$ cat config.mk
export PLATFORM = sky130hd
export DESIGN_NAME = sram_arbiter
export DESIGN_NICKNAME = d
export VERILOG_FILES = /design/src/rtl/sram_arbiter_pkg.sv /design/src/rtl/sram_arb_pick.sv /design/src/rtl/sram_arbiter.sv
export SDC_FILE = /design/constraint.sdc
export NUM_CORES = 1
export LEC_CHECK = 0
export CAP_MARGIN = 20
export CORE_AREA = 2 2 107 109
export DETAILED_ROUTE_END_ITERATION = 10
export DIE_AREA = 0 0 109 111
export MAX_ROUTING_LAYER = met4
export PLACE_DENSITY = 0.81
export SLEW_MARGIN = 25
export SYNTH_ARGS = -nofsm -noshare
export SYNTH_HDL_FRONTEND = slang
export SYNTH_SLANG_ARGS = --single-unit
$ cat constraint.sdc
create_clock -name clk -period 1.91 [get_ports clk]
set_clock_uncertainty 0.1 [all_clocks]
set_input_delay 0.4775 -clock clk [delete_from_list [all_inputs] [get_ports clk]]
set_output_delay 0.4775 -clock clk [all_outputs]
set_load 0.05 [all_outputs]
$ cat src/rtl/sram_arbiter_pkg.sv
// Shared types and constants for the sram_arbiter block.
// Round-robin arbitration is selected with the SRAM_ARB_RR_EN macro.
package sram_arbiter_pkg;

  localparam int WSTRB_W = 4;

  typedef enum logic [1:0] {
    ST_IDLE   = 2'd0,
    ST_RESP_I = 2'd1,
    ST_RESP_D = 2'd2
  } arb_state_t;

  typedef enum logic {
    REQ_INST = 1'b0,
    REQ_DATA = 1'b1
  } req_id_t;

endpackage

$ cat src/rtl/sram_arb_pick.sv
// Two-input grant logic: fixed data priority by default, round-robin on
// conflicts when SRAM_ARB_RR_EN is defined.
module sram_arb_pick
  import sram_arbiter_pkg::*;
(
`ifdef SRAM_ARB_RR_EN
  input  logic clk,
  input  logic reset,
`endif
  input  logic i_inst_req,
  input  logic i_data_req,
  output logic o_grant_inst,
  output logic o_grant_data
);

`ifdef SRAM_ARB_RR_EN
  req_id_t r_last_grant;

  // Remember the most recent winner so the next conflict goes to the other side.
  always_ff @(posedge clk) begin
    if (reset) begin
      r_last_grant <= REQ_INST;
    end else if (o_grant_inst) begin
      r_last_grant <= REQ_INST;
    end else if (o_grant_data) begin
      r_last_grant <= REQ_DATA;
    end else begin
      r_last_grant <= r_last_grant;
    end
  end

  // Alternate on conflicts; a lone requester wins immediately.
  always_comb begin
    o_grant_inst = 1'b0;
    o_grant_data = 1'b0;
    if (i_inst_req && i_data_req) begin
      if (r_last_grant == REQ_INST) begin
        o_grant_data = 1'b1;
      end else begin
        o_grant_inst = 1'b1;
      end
    end else begin
      o_grant_inst = i_inst_req;
      o_grant_data = i_data_req;
    end
  end
`else
  // Data always wins a conflict; a lone requester wins immediately.
  always_comb begin
    o_grant_inst = 1'b0;
    o_grant_data = 1'b0;
    if (i_data_req) begin
      o_grant_data = 1'b1;
    end else begin
      o_grant_inst = i_inst_req;
    end
  end
`endif

endmodule

$ cat src/rtl/sram_arbiter.sv
// Arbitrates instruction-fetch and load/store requests onto one single-cycle SRAM.
// Define SRAM_ARB_RR_EN for round-robin conflict resolution (default: data priority).
module sram_arbiter
  import sram_arbiter_pkg::*;
#(
  parameter int ADDR_W = 32,
  parameter int DATA_W = 32
) (
  input  logic               clk,
  input  logic               reset,
  input  logic               inst_req,
  input  logic [ADDR_W-1:0]  inst_addr,
  output logic               inst_addr_ok,
  output logic               inst_data_ok,
  output logic [DATA_W-1:0]  inst_rdata,
  input  logic               data_req,
  input  logic               data_wr,
  input  logic [WSTRB_W-1:0] data_wstrb,
  input  logic [ADDR_W-1:0]  data_addr,
  input  logic [DATA_W-1:0]  data_wdata,
  output logic               data_addr_ok,
  output logic               data_data_ok,
  output logic [DATA_W-1:0]  data_rdata,
  output logic               sram_en,
  output logic [WSTRB_W-1:0] sram_wen,
  output logic [ADDR_W-1:0]  sram_addr,
  output logic [DATA_W-1:0]  sram_wdata,
  input  logic [DATA_W-1:0]  sram_rdata
);

  arb_state_t        r_state;
  arb_state_t        w_state_nxt;
  logic              w_inst_req;
  logic              w_data_req;
  logic              w_grant_inst;
  logic              w_grant_data;
  logic              w_inst_resp;
  logic              w_data_resp;
  logic [DATA_W-1:0] r_inst_rdata;
  logic [DATA_W-1:0] r_data_rdata;
  logic              w_unused_addr_bits;

  // Byte offsets never reach the word-addressed SRAM.
  assign w_unused_addr_bits = ^{inst_addr[1:0], data_addr[1:0]};

  assign w_inst_req = inst_req & ~reset;
  assign w_data_req = data_req & ~reset;

  sram_arb_pick u_pick (
`ifdef SRAM_ARB_RR_EN
    .clk          (clk),
    .reset        (reset),
`endif
    .i_inst_req   (w_inst_req),
    .i_data_req   (w_data_req),
    .o_grant_inst (w_grant_inst),
    .o_grant_data (w_grant_data)
  );

  assign inst_addr_ok = w_grant_inst;
  assign data_addr_ok = w_grant_data;

  // Steer the granted requester onto the SRAM port.
  always_comb begin
    sram_en    = 1'b0;
    sram_wen   = {WSTRB_W{1'b0}};
    sram_addr  = {ADDR_W{1'b0}};
    sram_wdata = {DATA_W{1'b0}};
    if (w_grant_data) begin
      sram_en    = 1'b1;
      sram_wen   = data_wr ? data_wstrb : {WSTRB_W{1'b0}};
      sram_addr  = {2'b00, data_addr[ADDR_W-1:2]};
      sram_wdata = data_wdata;
    end else if (w_grant_inst) begin
      sram_en   = 1'b1;
      sram_addr = {2'b00, inst_addr[ADDR_W-1:2]};
    end else begin
      sram_en = 1'b0;
    end
  end

  // Next state records who owns the response due next cycle.
  always_comb begin
    w_state_nxt = ST_IDLE;
    w_inst_resp = 1'b0;
    w_data_resp = 1'b0;
    if (w_grant_data) begin
      w_state_nxt = ST_RESP_D;
    end else if (w_grant_inst) begin
      w_state_nxt = ST_RESP_I;
    end else begin
      w_state_nxt = ST_IDLE;
    end
    case (r_state)
      ST_RESP_I: w_inst_resp = 1'b1;
      ST_RESP_D: w_data_resp = 1'b1;
      ST_IDLE:   w_inst_resp = 1'b0;
      default:   w_data_resp = 1'b0;
    endcase
  end

  // State and captured read words; rdata holds between responses.
  always_ff @(posedge clk) begin
    if (reset) begin
      r_state      <= ST_IDLE;
      r_inst_rdata <= {DATA_W{1'b0}};
      r_data_rdata <= {DATA_W{1'b0}};
    end else begin
      r_state <= w_state_nxt;
      if (w_grant_inst) begin
        r_inst_rdata <= sram_rdata;
      end
      if (w_grant_data) begin
        r_data_rdata <= sram_rdata;
      end
    end
  end

  // A response still in flight when reset rises is dropped immediately.
  assign inst_data_ok = w_inst_resp & ~reset;
  assign data_data_ok = w_data_resp & ~reset;
  assign inst_rdata   = reset ? {DATA_W{1'b0}} : r_inst_rdata;
  assign data_rdata   = reset ? {DATA_W{1'b0}} : r_data_rdata;

endmodule

==> results_dict.tcl <==
set metrics [dict create \
    dp_hpwl_um 11700 \
    post-route-period-util_pct 103 \
    drive_gt1_share_pct 52.8 \
    grt_remaining_overflow 0 \
    p_comb_share_pct 38.1 \
    arrival_ns 1.39 \
    path_buf_inv 2 \
    seq_power_share_pct 31.4 \
    setup_viol 24 \
    min_path_type "reg -> reg" \
    hold_slack_ns 0.388 \
    cpMaxStageDelayCell "clkdlybuf4s50_1" \
    finalWeightedCongestion 0.887 \
    start_util_pct 34.7 \
    cap_viol_max_count 0 \
    die_width_um 109 \
    stdcell_count 869 \
    p_leak_nw 3.72 \
    power_w 0.00473 \
    vias 4165 \
    final_net_count 858 \
    cts_tree "yes" \
    clkPwrFrac_pct 30.5 \
    ant_nets 0 \
    insertion_delay_ns 0.32 \
    cpPeakStageDelay_ns 0.50 \
    wl_per_cell_um 18.4 \
    cts_sinks 66 \
    yosysSeqAreaShare_pct 34.4 \
    p_int_w 0.00324 \
    hold_viol_final 0 \
    crit_required_ns 1.33 \
    ir_worst_vdd_mv 0.692 \
    yosys_warnings 0 \
    violations "setup timing" \
    power_density_nw_per_um2 548 \
    status "finished, violations left" \
    cp_top_family "buffers and inverters" \
    die_area_um2 12100 \
    syn_to_final_growth_pct 124 \
    ys_ff_latch 66 \
    yosysUniqueCellTypes 18 \
    port_buffers 267 \
    max_freq_mhz 509 \
    h-tree-depth 3 \
    rsz0062_at_grt "yes" \
    clock_path_buffers 2 \
    drt_iter0_drc 191 \
    grt_pass1_wl_um 22700 \
    drv_slew 0 \
    period_needed_ns 1.96 \
    drt-total-wl_um 16000 \
    stdcell_area_um2 8630 \
    start_kind "input port" \
    cp_cell_sequence "clkdlybuf4s50_1, nand2_1, a21oi_4, buf_12" \
    firstDrtPassIters 4 \
    criticalPathCategory "in -> out" \
    layout_commonest_cell "buf_4" \
    core-area_um2 11100 \
    numCtsBuffers 9 \
    cts.clk_slew.worst_paths_ns 0.05 \
    io_pins 274 \
    critPathMaxFanout 1 \
    ctsRootBufferMaster "clkbuf_16" \
    track_usage_pct 25.2 \
    place_area_um2 8120 \
    syn_inst 435 \
    setup_ws_ns -0.0543 \
    p_sw_w 0.00148 \
    syn_area_per_cell_um2 8.84 \
    placed_cells 843 \
    setup_tns_ns -0.309 \
    p_sw_share_pct 31.4 \
    final.fill_count 663 \
    postCtsHoldBufs 0 \
    row_count 39 \
    synth_area_um2 3840 \
    die_y_um 111 \
    antenna_found_initial 2 \
    grt_pass1_vias 4241 \
    post-route-drc-count 0 \
    grt_max_degree 34 \
    cp-end-kind "primary output" \
    vias_per_cell 4.79 \
    layout_common_cells "buf_4 (91), buf_12 (83), clkdlybuf4s50_1 (74), dfxtp_1 (66), dlygate4sd2_1 (47)" \
]
-- cell type report --
type	instances	area (um2)	share of cell area [%]
Antenna cell	2	5.00	0.0580
Clock buffer	11	243	2.81
Clock inverter	3	17.5	0.203
Multi-Input combinational cell	330	3080	35.7
Sequential cell	66	1320	15.3
Tap cell	143	179	2.07
Timing Repair Buffer	314	3780	43.9
-- routing by layer --
layer / track usage (%) / wire length (um) / vias up
met5: - / 0 / -
met1: 25.6 / 5910 / 1964
met2: 43.2 / 8200 / 178
met4: 11.2 / 548 / 0
met3: 8.82 / 1310 / 38
li1: - / - / 1985
-- worst register-to-register path, stage by stage (launching register included) --
cell     delay, ns
dfxtp_1       0.29
nor2b_1       0.14
buf_4         0.14
mux2_4        0.26
-- flip-flops by register name, summed over array words and instances, names as in the netlist --
register      cells
r_inst_rdata     32
r_state           2
r_data_rdata     32
-- what timing repair did --
item / 4_1_cts / 5_1_grt
endpoints found under the setup margin: 69 / 60
gates resized for setup: 90 / 28
pin swaps: 45 / 14
hold endpoints to repair: 0 / 0
setup buffers: 0 / 7
cloned: 1 / 2
-- Yosys cell counts --
master / n / area share, %
nand2_1: 30 / 2.9
and3b_1: 1 / 0.23
buf_4: 6 / 1.2
mux2_4: 28 / 11
nand3b_1: 30 / 5.9
buf_6: 4 / 1.2
nor2b_1: 96 / 16
nor3b_1: 2 / 0.39
clkbuf_1: 7 / 0.68
dfxtp_1: 66 / 34
mux2_2: 4 / 1.2
and2_1: 36 / 5.9
a21oi_1: 30 / 3.9
nor2_1: 34 / 3.3
conb_1: 1 / 0.098
mux2i_1: 32 / 8.3
buf_2: 23 / 3.0
and2b_1: 5 / 0.98
-- per-stage QoR --
| step | setup slack (ns) | utilization, % |
|---|---|---|
| after global placement | -0.368 | 73.3 |
| after CTS | -0.0556 | 76.2 |
| after floorplan | -0.153 | - |
| after global routing | -0.0736 | 77.9 |
| after detailed placement | -0.383 | 73.3 |
| final | -0.0543 | 77.9 |
-- cell families (layout without fill, tap and decap cells) --
logic type	count (synthesis)	after routing	synth area share (%)
AO/OA/AOI/OAI	30	30	3.90
buffers and inverters	40	328	6.02
flip-flops	66	66	34.4
multiplexers	64	64	20.4
other	1	4	0.0975
AND/OR/NAND/NOR	234	234	35.2
-- worst paths after layout --
path | startpoint | end | slack (ns) | cells past startpoint
worst max-delay path | data_addr[8] | sram_addr[6] | -0.05 | 4
worst min-delay path | r_data_rdata[27]$_SDFFE_PP0P_ | r_data_rdata[27]$_SDFFE_PP0P_ | 0.39 | 2
worst max register to register | r_inst_rdata[0]$_SDFFE_PP0N_ | r_inst_rdata[0]$_SDFFE_PP0N_ | 0.87 | 3
worst min register to register | r_data_rdata[27]$_SDFFE_PP0P_ | r_data_rdata[27]$_SDFFE_PP0P_ | 0.39 | 2
-- power groups by stage --
stage | logic [W] | clock network, W | registers, W
4_1_cts | 0.00176 | 0.00149 | 0.00148
5_1_grt | 0.00187 | 0.00155 | 0.00149
3_3_place_gp | 0.00173 | 0 | 0.00151
6_report | 0.00180 | 0.00144 | 0.00149
3_5_place_dp | 0.00175 | 0 | 0.00151
2_1_floorplan | 0.000956 | 0 | 0.00150
No activity file was read; power rests on OpenSTA's default activity.
